File: src/rtl/mux_rr_arbiter.sv
// ---------------------------------------------------------------------------
// mux_rr_arbiter
//
// Round-robin arbiter sharing a 4:1 two-bit channel multiplexer between four
// requesters A, B, C and D. The winner's one-hot grant and the mux selects
// are registered one cycle after the request is seen. While a requester
// holds the grant, its data pair is captured onto F0/F1 every cycle, and
// Valid marks each captured word. A tenure lasts at most MAX_HOLD words
// while another requester is waiting. Every release passes through one IDLE
// cycle with Gnt=0000 before the next grant.
//
// Parameters:
//   MAX_HOLD  maximum consecutive words per tenure under contention (1..15)
//   CNT_W     width of the hold counter; 2**CNT_W must exceed MAX_HOLD
//
// Ports:
//   Clk            in   system clock; all logic updates on the rising edge
//   Rst_n          in   synchronous active-low reset
//   Req[3:0]       in   request lines; bit0=A, bit1=B, bit2=C, bit3=D
//   A0..D1         in   per-requester data pairs (x0, x1)
//   Gnt[3:0]       out  registered one-hot grant (all-zero when idle)
//   S0, S1         out  registered mux select; {S0,S1}: 00=A 01=B 10=C 11=D
//   F0, F1         out  registered data pair taken from the granted requester
//   Valid          out  F0/F1 hold a word captured from the granted requester
//   Lock           in   only when MUX_ARB_LOCK_EN is defined; suppresses
//                       MAX_HOLD preemption while the owner keeps requesting
//
// Optional feature macro: MUX_ARB_LOCK_EN
// ---------------------------------------------------------------------------
module mux_rr_arbiter #(
   parameter int MAX_HOLD = 4,
   parameter int CNT_W    = 4
) (
   input  logic       Clk,
   input  logic       Rst_n,
   input  logic [3:0] Req,
   input  logic       A0,
   input  logic       A1,
   input  logic       B0,
   input  logic       B1,
   input  logic       C0,
   input  logic       C1,
   input  logic       D0,
   input  logic       D1,
   output logic [3:0] Gnt,
   output logic       S0,
   output logic       S1,
   output logic       F0,
   output logic       F1,
   output logic       Valid
`ifdef MUX_ARB_LOCK_EN
   ,
   input  logic       Lock
`endif
);

   typedef enum logic {
      IDLE  = 1'b0,
      GRANT = 1'b1
   } state_t;

   state_t           state_q, state_d;
   logic [1:0]       ptr_q, ptr_d;
   logic [1:0]       gidx_q, gidx_d;
   logic [CNT_W-1:0] cnt_q, cnt_d;

   logic [3:0]       gnt_d;
   logic             s0_d, s1_d;
   logic             f0_d, f1_d;
   logic             valid_d;

   logic [3:0]       bit0_bus;
   logic [3:0]       bit1_bus;
   logic [1:0]       pick_idx;
   logic [1:0]       scan_idx;
   logic [3:0]       owner_mask;
   logic             others_pending;
   logic             hold_expired;
   logic             lock_hold;

   // Gather the data pairs so the owner's pair can be picked out by index.
   assign bit0_bus = {D0, C0, B0, A0};
   assign bit1_bus = {D1, C1, B1, A1};

`ifdef MUX_ARB_LOCK_EN
   assign lock_hold = Lock;
`else
   assign lock_hold = 1'b0;
`endif

   // Other waiting requesters are what make a full hold counter force a release.
   assign owner_mask     = 4'b0001 << gidx_q;
   assign others_pending = |(Req & ~owner_mask);
   assign hold_expired   = (cnt_q == CNT_W'(MAX_HOLD));

   // Circular priority scan starting at the pointer. The loop runs from the
   // farthest offset to the nearest, so the nearest set bit is written last
   // and wins.
   always_comb begin
      pick_idx = ptr_q;
      scan_idx = ptr_q;
      for (int i = 3; i >= 0; i--) begin
         scan_idx = ptr_q + 2'(i);
         if (Req[scan_idx]) begin
            pick_idx = scan_idx;
         end
      end
   end

   // Next-state and next-output logic. Every register holds by default. Only
   // IDLE can start a tenure, and only GRANT can end one, so S0/S1 move only
   // on a new grant.
   always_comb begin
      state_d = state_q;
      ptr_d   = ptr_q;
      gidx_d  = gidx_q;
      cnt_d   = cnt_q;
      gnt_d   = Gnt;
      s0_d    = S0;
      s1_d    = S1;
      f0_d    = F0;
      f1_d    = F1;
      valid_d = Valid;

      case (state_q)
         IDLE: begin
            gnt_d   = 4'b0000;
            valid_d = 1'b0;
            if (|Req) begin
               gidx_d  = pick_idx;
               gnt_d   = 4'b0001 << pick_idx;
               s0_d    = pick_idx[1];
               s1_d    = pick_idx[0];
               cnt_d   = CNT_W'(1);
               state_d = GRANT;
            end
         end

         GRANT: begin
            if (!Req[gidx_q]) begin
               // The owner has gone away. Nothing is captured, and the turn
               // passes to the next requester in circular order.
               valid_d = 1'b0;
               gnt_d   = 4'b0000;
               ptr_d   = gidx_q + 2'd1;
               state_d = IDLE;
            end else begin
               f0_d    = bit0_bus[gidx_q];
               f1_d    = bit1_bus[gidx_q];
               valid_d = 1'b1;
               if (hold_expired) begin
                  // The last word is still captured on a preemption. With no
                  // contender, or with Lock set, the counter saturates.
                  if (others_pending && !lock_hold) begin
                     gnt_d   = 4'b0000;
                     ptr_d   = gidx_q + 2'd1;
                     state_d = IDLE;
                  end
               end else begin
                  cnt_d = cnt_q + CNT_W'(1);
               end
            end
         end

         default: begin
            state_d = IDLE;
         end
      endcase
   end

   // State and output registers. Reset is synchronous and wins over
   // everything, including a transfer in progress.
   always_ff @(posedge Clk) begin
      if (!Rst_n) begin
         state_q <= IDLE;
         ptr_q   <= 2'd0;
         gidx_q  <= 2'd0;
         cnt_q   <= '0;
         Gnt     <= 4'b0000;
         S0      <= 1'b0;
         S1      <= 1'b0;
         F0      <= 1'b0;
         F1      <= 1'b0;
         Valid   <= 1'b0;
      end else begin
         state_q <= state_d;
         ptr_q   <= ptr_d;
         gidx_q  <= gidx_d;
         cnt_q   <= cnt_d;
         Gnt     <= gnt_d;
         S0      <= s0_d;
         S1      <= s1_d;
         F0      <= f0_d;
         F1      <= f1_d;
         Valid   <= valid_d;
      end
   end

endmodule
File: config.mk
export PLATFORM = sky130hd
export DESIGN_NAME = mux_rr_arbiter
export DESIGN_NICKNAME = d
export VERILOG_FILES = /design/src/rtl/mux_rr_arbiter.sv
export SDC_FILE = /design/constraint.sdc
export NUM_CORES = 1
export LEC_CHECK = 0
export BUFFER_PORTS_ARGS = -buffer_cell sky130_fd_sc_hd__buf_2
export CAP_MARGIN = 20
export CORE_MARGIN = 2
export CORE_UTILIZATION = 56
export DETAILED_ROUTE_END_ITERATION = 10
export PLACE_DENSITY = 0.91
export SYNTH_ARGS = -nofsm -noshare
export SYNTH_HDL_FRONTEND = slang
export SYNTH_SLANG_ARGS = --single-unit
File: constraint.sdc
create_clock -name Clk -period 4.2 [get_ports Clk]
set_input_delay 0.21 -clock Clk [delete_from_list [all_inputs] [get_ports Clk]]
set_output_delay 0.21 -clock Clk [all_outputs]
set_load 0.02 [all_outputs]
==> results.md <==
- Outcome: completed
- Flops & latches, synth: 16
- Synth cell count leaders: dfxtp_1, nor2_1, a21oi_1, nand2_1, inv_1
- CP endpoint kind: flop
- CP top delay family: flip-flops
- Pwr Total: 0.335 mW
- Gr usage total: 21.5%
- Syn-to-layout area delta: 13.6%
- Average routed wire per standard cell: 13.7 um
- First-pass GRT wire length: 3.21 mm
- Post-synth top flop: dfxtp_1
- CTS H-Tree Depth: 1
- R2R Setup Slk: 2.30 ns
- CP Launch Type: flop
- Min cycle time layout: 1.90 ns
- Max Slew Vio Count: 0
- Initial antenna violation count: 0
- Post-synth EDFFs: 0
- RSZ-0062 raised after global routing: false
- Gp weighted congestion: 0.720
- CTS tree: built
- Critical path's slowest cell: dfxtp_1
- Average size of a mapped cell: 8.88 um^2
- Fill cells: 146
- Vias: 873
- Multi-input logic area: 616 um^2
- CP Cell Sequence: inv_1 > ha_1 > or2b_1 > a41oi_2 > nor2_1 > a32oi_1 > nor2_1
- GRT overflow: 0
- Maximum vdd ir drop: 0.000233 V
- Area contributors post-synth: dfxtp_1, ha_1, mux4_1
- Crit path kind: reg2reg
- CP peak stage delay: 0.59 ns
- Max-cap violations: 0
- Endpoints failing setup: 0
- Critical Path RT: 4.36 ns
- Critical path's most frequent cell: nor2_1
- Final design area excluding fillers: 1120 um^2
- Hold WC Path Type: in2reg
- CTS buffer count: 3
- Register area: 320 um^2
- Die width: 46.0 um
- Cell row count: 15
- Initial Util: 58.4%
- Met1 Use GR: 26.5%
- Top-area cell type share of the netlist area: 32.5%
- WL final: 2.05 mm
- Tcrit/Tclk final: 45.2%
- Port Buffers: 22
- Slew Limit Headroom: 58.2%
- Post-DP Area: 1100 um^2
- Share of cells above drive strength 1: 24.8%
- Core area: 1690 um^2
- Diodes inserted: 0
- Fin. Hold Viols: 0
- Post-route setup TNS: 0 ns
- Pin count of the biggest net entering global routing: 14
- I/O Pins: 23
- Clk slew on worst S/H paths: 0.08 ns
- DR iter-0 viols: 29
- HPWL after detailed placement: 1.57 mm
- Nets: 155
- Yosys Warn Count: 0
- Clk sinks: 16
- Antenna-violating nets left: 0
- Crit path arrival time: 2.06 ns
- Vias per cell: 5.82
- CP bufs+invs: 1
- Synth area leader: dfxtp_1
- Power density over cell area: 299 nW/um^2
- Leakage power total: 0.493 nW
- Top-count cell post-synth: dfxtp_1
- Post-Syn Area: 986 um^2
- Clk_skew: 0.00191 ns
- DRC violations left: 0
- Grt peak-use layer: met2
- Met3 GRT Util: 4.37%
- Root Buffer: clkbuf_4
- Hold Buf Count CTS: 0
- Die area: 2110 um^2
- Seq/Total Area, Yosys: 32.5%
- Global Route met2 Usage: 35.6%
- Vias in the first global route: 757
- Worst-Margin Slew: 0.623 ns
- Ys async rst share: 0%
- DIE HEIGHT: 46.0 um
- Post-CTS sizing: 0
- Post-Syn Instances: 111
- First drt pass iteration count: 4
- Worst-Skew Late Latency: 0.28 ns
- Unique masters post-synth: 39
- Syn nets: 131
- Maximum clock frequency: 0.527 GHz
- Clk buf depth: 2
- CP max FO: 10
- Postcts setup bufs: 0
==> worst paths after layout <==
kind              cells past startpoint  endpoint       from
setup reg to reg                      7    Gnt[3]  gidx_q[0]
hold / removal                        3  cnt_q[3]      Rst_n
hold reg to reg                       2    Gnt[1]     Gnt[1]
setup / recovery                      7    Gnt[3]  gidx_q[0]
==> placed cells by master, fill, tap and decap left out, types with 3 or more instances in the layout <==
master / Yosys / layout
clkbuf_4: 0 / 3
inv_1: 8 / 8
dfxtp_1: 16 / 16
nand2b_1: 4 / 4
buf_2: 1 / 22
nand3_1: 6 / 6
nand3b_1: 3 / 3
a21oi_1: 10 / 10
ha_1: 6 / 6
nand2_1: 10 / 10
nor2_1: 13 / 13
==> layer usage <==
metal  wire [um]  vias up
met2         978       35
li1            -      434
met5           0        -
met3         161        6
met4          37        0
met1         875      398
==> sequential cells by signal (all words and copies together) (netlist names) <==
name,count
S0,1
gidx_q,1
cnt_q,4
F0,1
Gnt,4
state_q,1
ptr_q,2
F1,1
Valid,1
==> through the flow <==
step / setup slack [ns] / hold WS, ns / utilization, % / instances
after floorplan: 2.46 / 0.349 / - / 111
after global placement: 2.45 / 0.449 / 65.0 / 147
after detailed placement: 2.35 / 0.449 / 65.0 / 147
after CTS: 2.32 / 0.212 / 66.3 / 150
after global routing: 2.21 / 0.236 / 66.3 / 150
final: 2.30 / 0.213 / 66.3 / 150
==> area by class of cell <==
class / instances / area share [%]
Multi-Input combinational cell: 84 / 55.0
Tap cell: 17 / 1.90
Sequential cell: 16 / 28.6
Timing Repair Buffer: 22 / 9.83
Inverter: 8 / 2.68
Clock buffer: 3 / 2.01
==> tightest hold or removal path, cell delays in order <==
cell and delay (ns):
buf_2 0.13, nand2_1 0.07, nor2_1 0.04
==> power by group <==
group,internal (mW),switching [mW],total (mW)
Combinational,0.0369,0.0481,0.0850
Sequential,0.161,0.0112,0.173
Clock,0.0333,0.0436,0.0769
==> cells by family after synthesis <==
group | count (synthesis) | synth area share (%)
compound gates | 23 | 18.5
buf+inv | 11 | 5.08
simple gates | 47 | 24.2
mux | 6 | 10.3
xor+xnor | 2 | 1.78
fa+ha+maj | 6 | 7.61
flops | 16 | 32.5
Note: power is estimated with default switching activity, not from simulation.
